**config.mk**
```make
export PLATFORM = sky130hd
export DESIGN_NAME = mem_port_arbiter_flat
export DESIGN_NICKNAME = d
export VERILOG_FILES = /design/src/rtl/mem_port_arbiter_pkg.sv /design/src/rtl/mem_port_arbiter_if.sv /design/src/rtl/mem_port_arbiter_rr_arb2.sv /design/src/rtl/mem_port_arbiter.sv /design/src/flat_wrapper.sv
export SDC_FILE = /design/constraint.sdc
export NUM_CORES = 1
export LEC_CHECK = 0
export BUFFER_PORTS_ARGS = -buffer_cell sky130_fd_sc_hd__buf_2
export CAP_MARGIN = 20
export CORE_AREA = 2 2 164 166
export DETAILED_ROUTE_END_ITERATION = 10
export DIE_AREA = 0 0 166 168
export GPL_TIMING_DRIVEN = 1
export HOLD_SLACK_MARGIN = 0.15
export PLACE_DENSITY = 0.73
export SLEW_MARGIN = 20
export SYNTH_ARGS = -nofsm -noshare
export SYNTH_HDL_FRONTEND = slang
export SYNTH_SLANG_ARGS = --single-unit
```
**constraint.sdc**
```tcl
create_clock -name clock -period 2.2 [get_ports clock]
set_input_delay 0.11 -clock clock [delete_from_list [all_inputs] [get_ports clock]]
set_output_delay 0.11 -clock clock [all_outputs]
set_load 0.05 [all_outputs]
```
**src/rtl/mem_port_arbiter_pkg.sv**
```systemverilog
// -----------------------------------------------------------------------------
// mem_port_arbiter_pkg
// Shared definitions for the unified-memory port arbiter:
//   state_e      : arbiter FSM encoding (IDLE / ACCESS / DONE)
//   OWN_I/OWN_D  : owner encoding, 0 = instruction fetch, 1 = data
//   CNT_W        : width of the access wait counter (WAIT_CYCLES <= 15)
// -----------------------------------------------------------------------------
package mem_port_arbiter_pkg;

   typedef enum logic [1:0] {
      IDLE   = 2'd0,
      ACCESS = 2'd1,
      DONE   = 2'd2
   } state_e;

   localparam logic OWN_I = 1'b0;
   localparam logic OWN_D = 1'b1;

   localparam int CNT_W = 4;

endpackage

```
**src/rtl/mem_port_arbiter_if.sv**
```systemverilog
// -----------------------------------------------------------------------------
// mem_port_arbiter_if
// Bundles every non-clock signal of the arbiter: the fetch requester port
// (i_*), the data requester port (d_*), the memory macro port (mem_*) and
// the status outputs (busy, owner).
//   slave  : the arbiter's view
//   master : the requesters + memory model view (control unit, datapath,
//            memory macro, or a testbench)
//
// Handshake: a requester raises req with addr (and we/wdata) stable and
// holds req high until its ack. ack is a single-cycle pulse; rdata is valid
// in the ack cycle and holds until the next completion on that port. The
// arbiter samples req/addr/we/wdata only while idle; a req still high in
// the idle cycle after ack counts as a new request.
// -----------------------------------------------------------------------------
interface mem_port_arbiter_if #(
   parameter int AW = 32,
   parameter int DW = 64
);
   logic          i_req;
   logic [AW-1:0] i_addr;
   logic          i_ack;
   logic [DW-1:0] i_rdata;

   logic          d_req;
   logic          d_we;
   logic [AW-1:0] d_addr;
   logic [DW-1:0] d_wdata;
   logic          d_ack;
   logic [DW-1:0] d_rdata;

   logic          mem_cs;
   logic          mem_we;
   logic [AW-1:0] mem_addr;
   logic [DW-1:0] mem_wdata;
   logic [DW-1:0] mem_rdata;

   logic          busy;
   logic          owner;

   modport slave (
      input  i_req, i_addr, d_req, d_we, d_addr, d_wdata, mem_rdata,
      output i_ack, i_rdata, d_ack, d_rdata,
      output mem_cs, mem_we, mem_addr, mem_wdata, busy, owner
   );

   modport master (
      output i_req, i_addr, d_req, d_we, d_addr, d_wdata, mem_rdata,
      input  i_ack, i_rdata, d_ack, d_rdata,
      input  mem_cs, mem_we, mem_addr, mem_wdata, busy, owner
   );

endinterface

```
**src/rtl/mem_port_arbiter_rr_arb2.sv**
```systemverilog
// -----------------------------------------------------------------------------
// rr_arb2
// Two-input round-robin arbiter. Bit 0 is the fetch requester, bit 1 the
// data requester.
//   clock, reset : system clock, synchronous active-high reset
//   req[1:0]     : pending requests
//   update       : commit the current grant into last_grant
//   grant[1:0]   : one-hot (or zero) combinational grant
//   last_grant   : registered owner of the most recent committed grant;
//                  resets to data so that fetch wins the first tie
// -----------------------------------------------------------------------------
module rr_arb2
   import mem_port_arbiter_pkg::*;
(
   input  logic       clock,
   input  logic       reset,
   input  logic [1:0] req,
   input  logic       update,
   output logic [1:0] grant,
   output logic       last_grant
);

   logic last_grant_q;
   logic last_grant_d;

   always_comb begin
      grant = req;
      // On a tie, the requester that did not win last time goes next.
      if (req == 2'b11) begin
         grant = (last_grant_q == OWN_I) ? 2'b10 : 2'b01;
      end
   end

   always_comb begin
      last_grant_d = last_grant_q;
      if (update && (grant != 2'b00)) begin
         last_grant_d = grant[1];
      end
   end

   always_ff @(posedge clock) begin
      if (reset) begin
         last_grant_q <= OWN_D;
      end else begin
         last_grant_q <= last_grant_d;
      end
   end

   assign last_grant = last_grant_q;

endmodule

```
**src/rtl/mem_port_arbiter.sv**
```systemverilog
// -----------------------------------------------------------------------------
// mem_port_arbiter
// Shares the single-ported unified memory between the instruction-fetch
// requester and the data (load/store) requester. Requests are arbitrated
// round-robin in IDLE; the winner's address/control is registered onto the
// memory port and held for WAIT_CYCLES cycles with mem_cs high, read data is
// captured on the last of those cycles, and the owner's ack pulses in DONE.
//   clock, reset : system clock, synchronous active-high reset
//   bus          : mem_port_arbiter_if.slave (requester, memory, status)
//   dbg_state    : current FSM state, for observation only
// A request sampled in IDLE at cycle T gives mem_cs for T+1..T+WAIT_CYCLES
// and ack at T+WAIT_CYCLES+1.
// -----------------------------------------------------------------------------
module mem_port_arbiter
   import mem_port_arbiter_pkg::*;
#(
   parameter int AW          = 32,
   parameter int DW          = 64,
   parameter int WAIT_CYCLES = 2
) (
   input  logic              clock,
   input  logic              reset,
   mem_port_arbiter_if.slave bus,
   output state_e            dbg_state
);

   localparam logic [CNT_W-1:0] LAST_CNT = CNT_W'(WAIT_CYCLES - 1);

   state_e           state_q,     state_d;
   logic [CNT_W-1:0] cnt_q,       cnt_d;
   logic             owner_q,     owner_d;
   logic [AW-1:0]    mem_addr_q,  mem_addr_d;
   logic             mem_we_q,    mem_we_d;
   logic [DW-1:0]    mem_wdata_q, mem_wdata_d;
   logic [DW-1:0]    i_rdata_q,   i_rdata_d;
   logic [DW-1:0]    d_rdata_q,   d_rdata_d;

   logic [1:0] grant;
   logic       arb_update;
   // The arbiter keeps its own tie-break history; owner has a separate
   // reset value (fetch) so that copy is not needed here.
   logic       arb_last_grant_unused;

   // Grants are only committed while idle, so requests seen during an
   // access never disturb the round-robin order.
   assign arb_update = (state_q == IDLE);

   rr_arb2 u_arb (
      .clock      (clock),
      .reset      (reset),
      .req        ({bus.d_req, bus.i_req}),
      .update     (arb_update),
      .grant      (grant),
      .last_grant (arb_last_grant_unused)
   );

   always_comb begin
      state_d     = state_q;
      cnt_d       = cnt_q;
      owner_d     = owner_q;
      mem_addr_d  = mem_addr_q;
      mem_we_d    = mem_we_q;
      mem_wdata_d = mem_wdata_q;
      i_rdata_d   = i_rdata_q;
      d_rdata_d   = d_rdata_q;

      case (state_q)
         IDLE: begin
            cnt_d = '0;
            if (grant[1]) begin
               state_d     = ACCESS;
               owner_d     = OWN_D;
               mem_addr_d  = bus.d_addr;
               mem_we_d    = bus.d_we;
               mem_wdata_d = bus.d_wdata;
            end else if (grant[0]) begin
               state_d     = ACCESS;
               owner_d     = OWN_I;
               mem_addr_d  = bus.i_addr;
               mem_we_d    = 1'b0;
               mem_wdata_d = '0;
            end
         end

         ACCESS: begin
            if (cnt_q == LAST_CNT) begin
               state_d  = DONE;
               cnt_d    = '0;
               mem_we_d = 1'b0;
               // Stores leave d_rdata untouched.
               if (owner_q == OWN_I) begin
                  i_rdata_d = bus.mem_rdata;
               end else if (!mem_we_q) begin
                  d_rdata_d = bus.mem_rdata;
               end
            end else begin
               cnt_d = cnt_q + CNT_W'(1);
            end
         end

         DONE: begin
            state_d = IDLE;
         end

         default: begin
            state_d = IDLE;
         end
      endcase
   end

   always_ff @(posedge clock) begin
      if (reset) begin
         state_q     <= IDLE;
         cnt_q       <= '0;
         owner_q     <= OWN_I;
         mem_addr_q  <= '0;
         mem_we_q    <= 1'b0;
         mem_wdata_q <= '0;
         i_rdata_q   <= '0;
         d_rdata_q   <= '0;
      end else begin
         state_q     <= state_d;
         cnt_q       <= cnt_d;
         owner_q     <= owner_d;
         mem_addr_q  <= mem_addr_d;
         mem_we_q    <= mem_we_d;
         mem_wdata_q <= mem_wdata_d;
         i_rdata_q   <= i_rdata_d;
         d_rdata_q   <= d_rdata_d;
      end
   end

   assign bus.mem_cs    = (state_q == ACCESS);
   assign bus.mem_we    = mem_we_q;
   assign bus.mem_addr  = mem_addr_q;
   assign bus.mem_wdata = mem_wdata_q;
   assign bus.i_ack     = (state_q == DONE) && (owner_q == OWN_I);
   assign bus.d_ack     = (state_q == DONE) && (owner_q == OWN_D);
   assign bus.i_rdata   = i_rdata_q;
   assign bus.d_rdata   = d_rdata_q;
   assign bus.busy      = (state_q != IDLE);
   assign bus.owner     = owner_q;
   assign dbg_state     = state_q;

endmodule

```
**src/flat_wrapper.sv**
```systemverilog
// flat-port wrapper written by rule: the top's interface ports become plain ports
module mem_port_arbiter_flat import mem_port_arbiter_pkg::*;
#(
   parameter int AW          = 32,
   parameter int DW          = 64,
   parameter int WAIT_CYCLES = 2
)
  (clock, reset, dbg_state, bus_i_req, bus_i_addr, bus_d_req, bus_d_we, bus_d_addr, bus_d_wdata, bus_mem_rdata, bus_i_ack, bus_i_rdata, bus_d_ack, bus_d_rdata, bus_mem_cs, bus_mem_we, bus_mem_addr, bus_mem_wdata, bus_busy, bus_owner);
  mem_port_arbiter_if #(.AW(AW), .DW(DW)) bus_i ();
  input  logic clock;
  input  logic reset;
  output state_e dbg_state;
  input wire logic [$bits(bus_i.i_req)-1:0] bus_i_req;
  input wire logic [$bits(bus_i.i_addr)-1:0] bus_i_addr;
  input wire logic [$bits(bus_i.d_req)-1:0] bus_d_req;
  input wire logic [$bits(bus_i.d_we)-1:0] bus_d_we;
  input wire logic [$bits(bus_i.d_addr)-1:0] bus_d_addr;
  input wire logic [$bits(bus_i.d_wdata)-1:0] bus_d_wdata;
  input wire logic [$bits(bus_i.mem_rdata)-1:0] bus_mem_rdata;
  output wire logic [$bits(bus_i.i_ack)-1:0] bus_i_ack;
  output wire logic [$bits(bus_i.i_rdata)-1:0] bus_i_rdata;
  output wire logic [$bits(bus_i.d_ack)-1:0] bus_d_ack;
  output wire logic [$bits(bus_i.d_rdata)-1:0] bus_d_rdata;
  output wire logic [$bits(bus_i.mem_cs)-1:0] bus_mem_cs;
  output wire logic [$bits(bus_i.mem_we)-1:0] bus_mem_we;
  output wire logic [$bits(bus_i.mem_addr)-1:0] bus_mem_addr;
  output wire logic [$bits(bus_i.mem_wdata)-1:0] bus_mem_wdata;
  output wire logic [$bits(bus_i.busy)-1:0] bus_busy;
  output wire logic [$bits(bus_i.owner)-1:0] bus_owner;
  assign bus_i.i_req = bus_i_req;
  assign bus_i.i_addr = bus_i_addr;
  assign bus_i.d_req = bus_d_req;
  assign bus_i.d_we = bus_d_we;
  assign bus_i.d_addr = bus_d_addr;
  assign bus_i.d_wdata = bus_d_wdata;
  assign bus_i.mem_rdata = bus_mem_rdata;
  assign bus_i_ack = bus_i.i_ack;
  assign bus_i_rdata = bus_i.i_rdata;
  assign bus_d_ack = bus_i.d_ack;
  assign bus_d_rdata = bus_i.d_rdata;
  assign bus_mem_cs = bus_i.mem_cs;
  assign bus_mem_we = bus_i.mem_we;
  assign bus_mem_addr = bus_i.mem_addr;
  assign bus_mem_wdata = bus_i.mem_wdata;
  assign bus_busy = bus_i.busy;
  assign bus_owner = bus_i.owner;
  mem_port_arbiter #(.AW(AW), .DW(DW), .WAIT_CYCLES(WAIT_CYCLES)) u_core (.clock(clock), .reset(reset), .bus(bus_i), .dbg_state(dbg_state));
endmodule
```
Yosys cells after proc, flatten, opt, wreduce, memory -nomap -nowiden
Cells that the tools add are included.
- muxes and demuxes: 17
- add/subtract/negate cells: 1
- bitwise logic cells: 2
- divide/modulo/power cells: 0
- equality and inequality tests: 6
- multipliers: 0
- $lt $le $gt $ge: 0
- shift-type cells: 0
- reduce and logical (&&, ||, !) cells: 12
- operator list (operator ; number):
    2-to-1 mux 64 bit ; 2
    2-to-1 mux 32 bit ; 2
    2-to-1 mux 2 bit ; 5
    case mux 4 bit (2 select lines) ; 1
    AND reduction 3 bit ; 2
    nonzero test 2 bit ; 3
    adder 4 x 1 -> 4 bit, second input constant ; 1
    equality test 2 bit, second input constant ; 2
    equality test 4 x 1 -> 1 bit, second input constant ; 1
    2-to-1 mux 1 bit ; 4
    2-to-1 mux 4 bit ; 1
    case mux 2 bit (2 select lines) ; 1
    AND reduction 2 bit ; 2
    AND reduction 4 bit ; 1
    logical AND 1 bit ; 3
    inequality test 3 x 1 -> 1 bit, second input constant ; 1
    equality test 2 x 1 -> 1 bit, second input constant ; 1
    logical NOT 2 bit ; 1
    inequality test 2 x 1 -> 1 bit, second input constant ; 1
    NOT 1 bit ; 2
    case mux 1 bit (2 select lines) ; 1
- output and inout port bits: 232
- memories kept: 0
- memory bits (writable): 0
- bits in latches: 0
- ROM bits: 0
- flip-flop bits (word level): 233

Depth between registers and ports, before layout
- depth after elaboration: 5
- gate-level depth with buffers: 9
- gate-level depth less buffers: 5

By module
Synthesis repeated with hierarchy kept, for this count alone.
- cells, all modules: 971
- area, all modules: 9479.1 µm²
- modules (own cells, without submodules) (module ; cells an instance ; times used ; area an instance (µm²)):
    mem_port_arbiter ; 964 ; 1 ; 9417.8
    rr_arb2 ; 7 ; 1 ; 61.3

Least setup slack after synthesis
OpenSTA, ideal clock, no wires.
- path kind: register -> register
- from: register u_core.state_q[1] (netlist: u_core.dbg_state[1])
- to: register u_core.mem_wdata_q[55] (netlist: u_core.bus.mem_wdata[55])
- path buffers: 3
- stages on the path, launching flop included: 8
- data required time: 2130 ps
- setup time: 70 ps
- arrival time: 2324 ps
- slack: -195 ps
- cell sequence: dfxtp_1 > clkbuf_1 > nor2_1 > inv_1 > clkbuf_1 > clkbuf_1 > o21ai_0 > a21oi_1
- longest elaborated chain between the ends: 2
- RTL lines (item ; RTL line ; text):
    start: declaration ; mem_port_arbiter.sv:29 ; state_e state_q, state_d;
    start signal: assignment ; mem_port_arbiter.sv:122 ; state_q <= state_d;
    logical NOT 2 bit ; mem_port_arbiter.sv:67 ; case (state_q)
    AND reduction 2 bit (no source line) ; -- ;
    end signal: assignment ; mem_port_arbiter.sv:127 ; mem_wdata_q <= mem_wdata_d;
    end: declaration ; mem_port_arbiter.sv:34 ; logic [DW-1:0] mem_wdata_q, mem_wdata_d;
No other way between the ends.
A chain may end at the register's enable or synchronous reset.

Worst setup path after layout
- from: register u_core.u_arb.last_grant_q (netlist: u_core.u_arb.last_grant)
- to: register u_core.mem_addr_q[4] (netlist: u_core.bus.mem_addr[4])
- longest elaborated chain between the ends: 4
- RTL lines (item ; RTL line ; text):
    start: declaration ; mem_port_arbiter_rr_arb2.sv:23 ; logic last_grant_q;
    start signal: assignment ; mem_port_arbiter_rr_arb2.sv:45 ; last_grant_q <= last_grant_d;
    2-to-1 mux 2 bit (*) ; mem_port_arbiter_rr_arb2.sv:30 ; grant = (last_grant_q == OWN_I) ? 2'b10 : 2'b01;
    2-to-1 mux 2 bit (*) ; mem_port_arbiter_rr_arb2.sv:29 ; if (req == 2'b11) begin
    nonzero test 2 bit (no source line) ; -- ;
    AND reduction 2 bit (no source line) ; -- ;
    end signal: assignment ; mem_port_arbiter.sv:125 ; mem_addr_q <= mem_addr_d;
    end: declaration ; mem_port_arbiter.sv:32 ; logic [AW-1:0] mem_addr_q, mem_addr_d;
Every way passes the cells marked *; elsewhere a longest branch is shown, timed or not.

==> results.toml <==
[yosys]
synth_ff_type = "dfxtp_1"
syn_nets = 1220
synth_edf_count = 0
synth-async-reset-ratio_pct = 0
syn-cell-area_um2 = 9600
synth.distinct_cells = 32
synthCells = 1021
synth_seq_cells = 233
seq_area_frac_synth_pct = 48.6
yosys_warnings = 0
syn_area_per_cell_um2 = 9.41

[clock_network]
clock_latency_ns = 0.53
postCtsSetupRepairBufs = 0
cts_tree = "yes"
htreeDepth = 1
cts_root_buffer = "clkbuf_16"
cts_buffers = 25
cts_buffer_depth = 3
cts.sinks = 233
path_clk_slew_ns = 0.06

[grt]
grt_util_met3_pct = 5.31
grt_usage_pct = 23.2
grt_pass1_vias = 10248
grt-busiest-layer = "met2"
grt_pass1_wl_mm = 53.9
grt_max_degree = 88
use_met2_pct = 41.2
overflow = 0
grt.met1_usage_pct = 27.2
antenna_found_initial = 0

[min_path]
min_path_type = "in -> reg"
whs_path_depth = 4

[critical_path]
slowest_stage = "dlygate4sd3_1"
worst_path_largest_cell_delay_ns = 0.62
crit_cells = 4
critPathTopFamily = "compound AO/OA/AOI/OAI gates"
crit_type = "reg -> reg"
path_max_fanout = 32
critPathRequiredTime_ns = 2.65
arrival_ns = 2.56
worstSetupStartpointType = "flip-flop"
critPathBufInv = 1
cp-end-kind = "flip-flop"
worstPathCellList = "a21bo_4, nand2_1, a311oi_1, dlygate4sd3_1"
r2r_cells = 4

[sta]
rsz0062_at_grt = "false"
fin_crit_ns = 2.11
tns_ns = 0
slew_headroom_pct = 47.5
maxSlewViolCount = 0
hold_viol_final = 0
worst_pin_slew_ns = 0.788
whs_ns = 0.280
setup_violations = 0
finalCritPeriodShare_pct = 95.9
fmax_mhz = 474
finClkSkew_ns = 0.0218

[run_status]
status = "complete, no violations"

[floorplan]
dieArea_um2 = 27900
io_pins = 429
start_util_pct = 36.4
coreArea_um2 = 26400
die_h_um = 168
die_w_um = 166
num_rows = 60

[cells_and_area]
final_nets = 1816
fillCellCount = 2114
antenna_cells = 0
drive_above_1_share_pct = 31.0
area_growth_pct = 56.7

[route]
vias_per_cell = 5.20
vias = 10250
wl_per_cell_um = 17.6
wl_mm = 34.7
antenna_left = 0
drc = 0
drt_iter0_markers = 767
drt_first_pass_iters = 5

[power]
leakage_nw = 7.04
vdd_drop_max_uv = 615
powerDensity_nw_per_um2 = 706

[placement]
post-dp-hpwl_mm = 20.8
gp_congestion = 0.811
portBuffers = 428

[flow_run]
drv_cap = 0
[metrics by stage]
stage	total power [mW]	worst slack (ns)	instance area (um^2)	cells	util (%)
after floorplan	5.79	0.0350	9600	1021	-
after global placement	6.35	0.239	12200	1719	46.1
after detailed placement	6.36	0.205	12200	1719	46.1
after CTS	10.6	0.0807	15000	1971	56.9
after global routing	11.0	0.0297	15000	1972	57.1
final	10.6	0.0901	15000	1972	57.1
[path summary, 6_finish.rpt]
kind | endpoint | from | slack [ns]
max reg2reg | u_core.bus.mem_addr[4]$_SDFFE_PP0P_ | u_core.u_arb.last_grant$_SDFFE_PP1P_ | 0.09
max | u_core.bus.mem_addr[4]$_SDFFE_PP0P_ | u_core.u_arb.last_grant$_SDFFE_PP1P_ | 0.09
min | u_core.bus.mem_wdata[22]$_SDFFE_PP0P_ | bus_i_req | 0.28
min reg2reg | u_core.bus.d_rdata[0]$_SDFFE_PP0P_ | u_core.bus.d_rdata[0]$_SDFFE_PP0P_ | 0.47
[layer usage]
layer,vias to the layer above,wire [um]
met5,-,0
li1,4745,-
met4,0,1380
met2,605,16900
met3,117,3010
met1,4783,13400
[cells by family (layout without fill, tap and decap cells)]
family,Yosys count,in the layout,share of synthesized area (%)
compound gates,205,205,12.2
fa+ha+maj,2,2,0.261
buf+inv,107,717,4.78
flops,233,233,48.6
mux,128,128,13.3
simple gates,346,346,20.9
[cell usage in the layout (no fill, tap or decap), types with 2 or more instances in the layout]
cell           netlist  layout
buf_12               0      12
inv_1                6       5
clkinv_2             0       4
nand2_1             68      67
o32ai_1              3       3
dfxtp_1            233     233
mux2i_1            128     128
a21oi_1             99      99
clkbuf_8             0       4
o21ai_0             66      66
buf_4                4      16
nand4_1             64      64
nand3_1              2       2
o22ai_1              2       2
nand2b_1           196     196
clkbuf_16            0      26
nor2_1               5       2
ha_1                 2       2
buf_2               10     427
nor2_4               0       2
a311oi_1            32      32
buf_6                4       3
dlygate4sd3_1        0     211
clkbuf_1            80       6
nand3b_1             2       2
[registers in the layout, summed over array words and instances, names as in the netlist]
name / flops
u_core.bus.d_rdata: 64
u_core.bus.i_rdata: 64
u_core.bus.mem_addr: 32
u_core.bus.mem_wdata: 64
u_core.bus.mem_we: 1
u_core.bus.owner: 1
u_core.cnt_q: 4
u_core.dbg_state: 2
u_core.u_arb.last_grant: 1
[cell usage after synthesis, types with 2 or more instances]
library cell  instances  share of area (%)
ha_1                  2               0.26
o32ai_1               3               0.27
o21ai_0              66                3.4
o22ai_1               2               0.13
buf_4                 4               0.31
a311oi_1             32                2.9
a21oi_1              99                5.2
nand2_1              68                2.7
clkbuf_1             80                3.1
buf_2                10               0.52
nand3_1               2               0.10
buf_6                 4               0.47
mux2i_1             128                 13
nand3b_1              2               0.16
buf_1                 3               0.12
nor2_1                5               0.20
inv_1                 6               0.23
nand2b_1            196                 13
nand4_1              64                4.2
dfxtp_1             233                 49
[power by group]
group / internal [mW] / switching (mW) / leakage, nW / total (mW)
registers: 4.39 / 0.103 / 1.89 / 4.49
clock network: 2.21 / 1.70 / 0.364 / 3.91
logic: 0.838 / 1.38 / 4.78 / 2.22
total: 7.44 / 3.19 / 7.04 / 10.6
[area by class of cell]
| cell class | count | area [um^2] | share of cell area (%) |
|---|---|---|---|
| timing repair buffer | 670 | 4670 | 31.0 |
| sequential | 233 | 4660 | 31.0 |
| multi-input combinational | 681 | 4530 | 30.1 |
| clock buffer | 35 | 703 | 4.67 |
| tap | 341 | 427 | 2.84 |
| clock inverter | 6 | 36.3 | 0.241 |
| inverter | 6 | 22.5 | 0.150 |
[timing repair]
item                       in CTS  in global routing
setup endpoints to repair       0                 39
hold endpoints to repair      225                  0
hold buffers                  211                  0
gates resized for setup         0                  7
[tightest hold or removal path, cell delays in order]
cell,delay [ns]
buf_2,0.19
nand2_4,0.23
nand4_1,0.17
a21oi_1,0.06
Power figures use the tool's default switching activity.
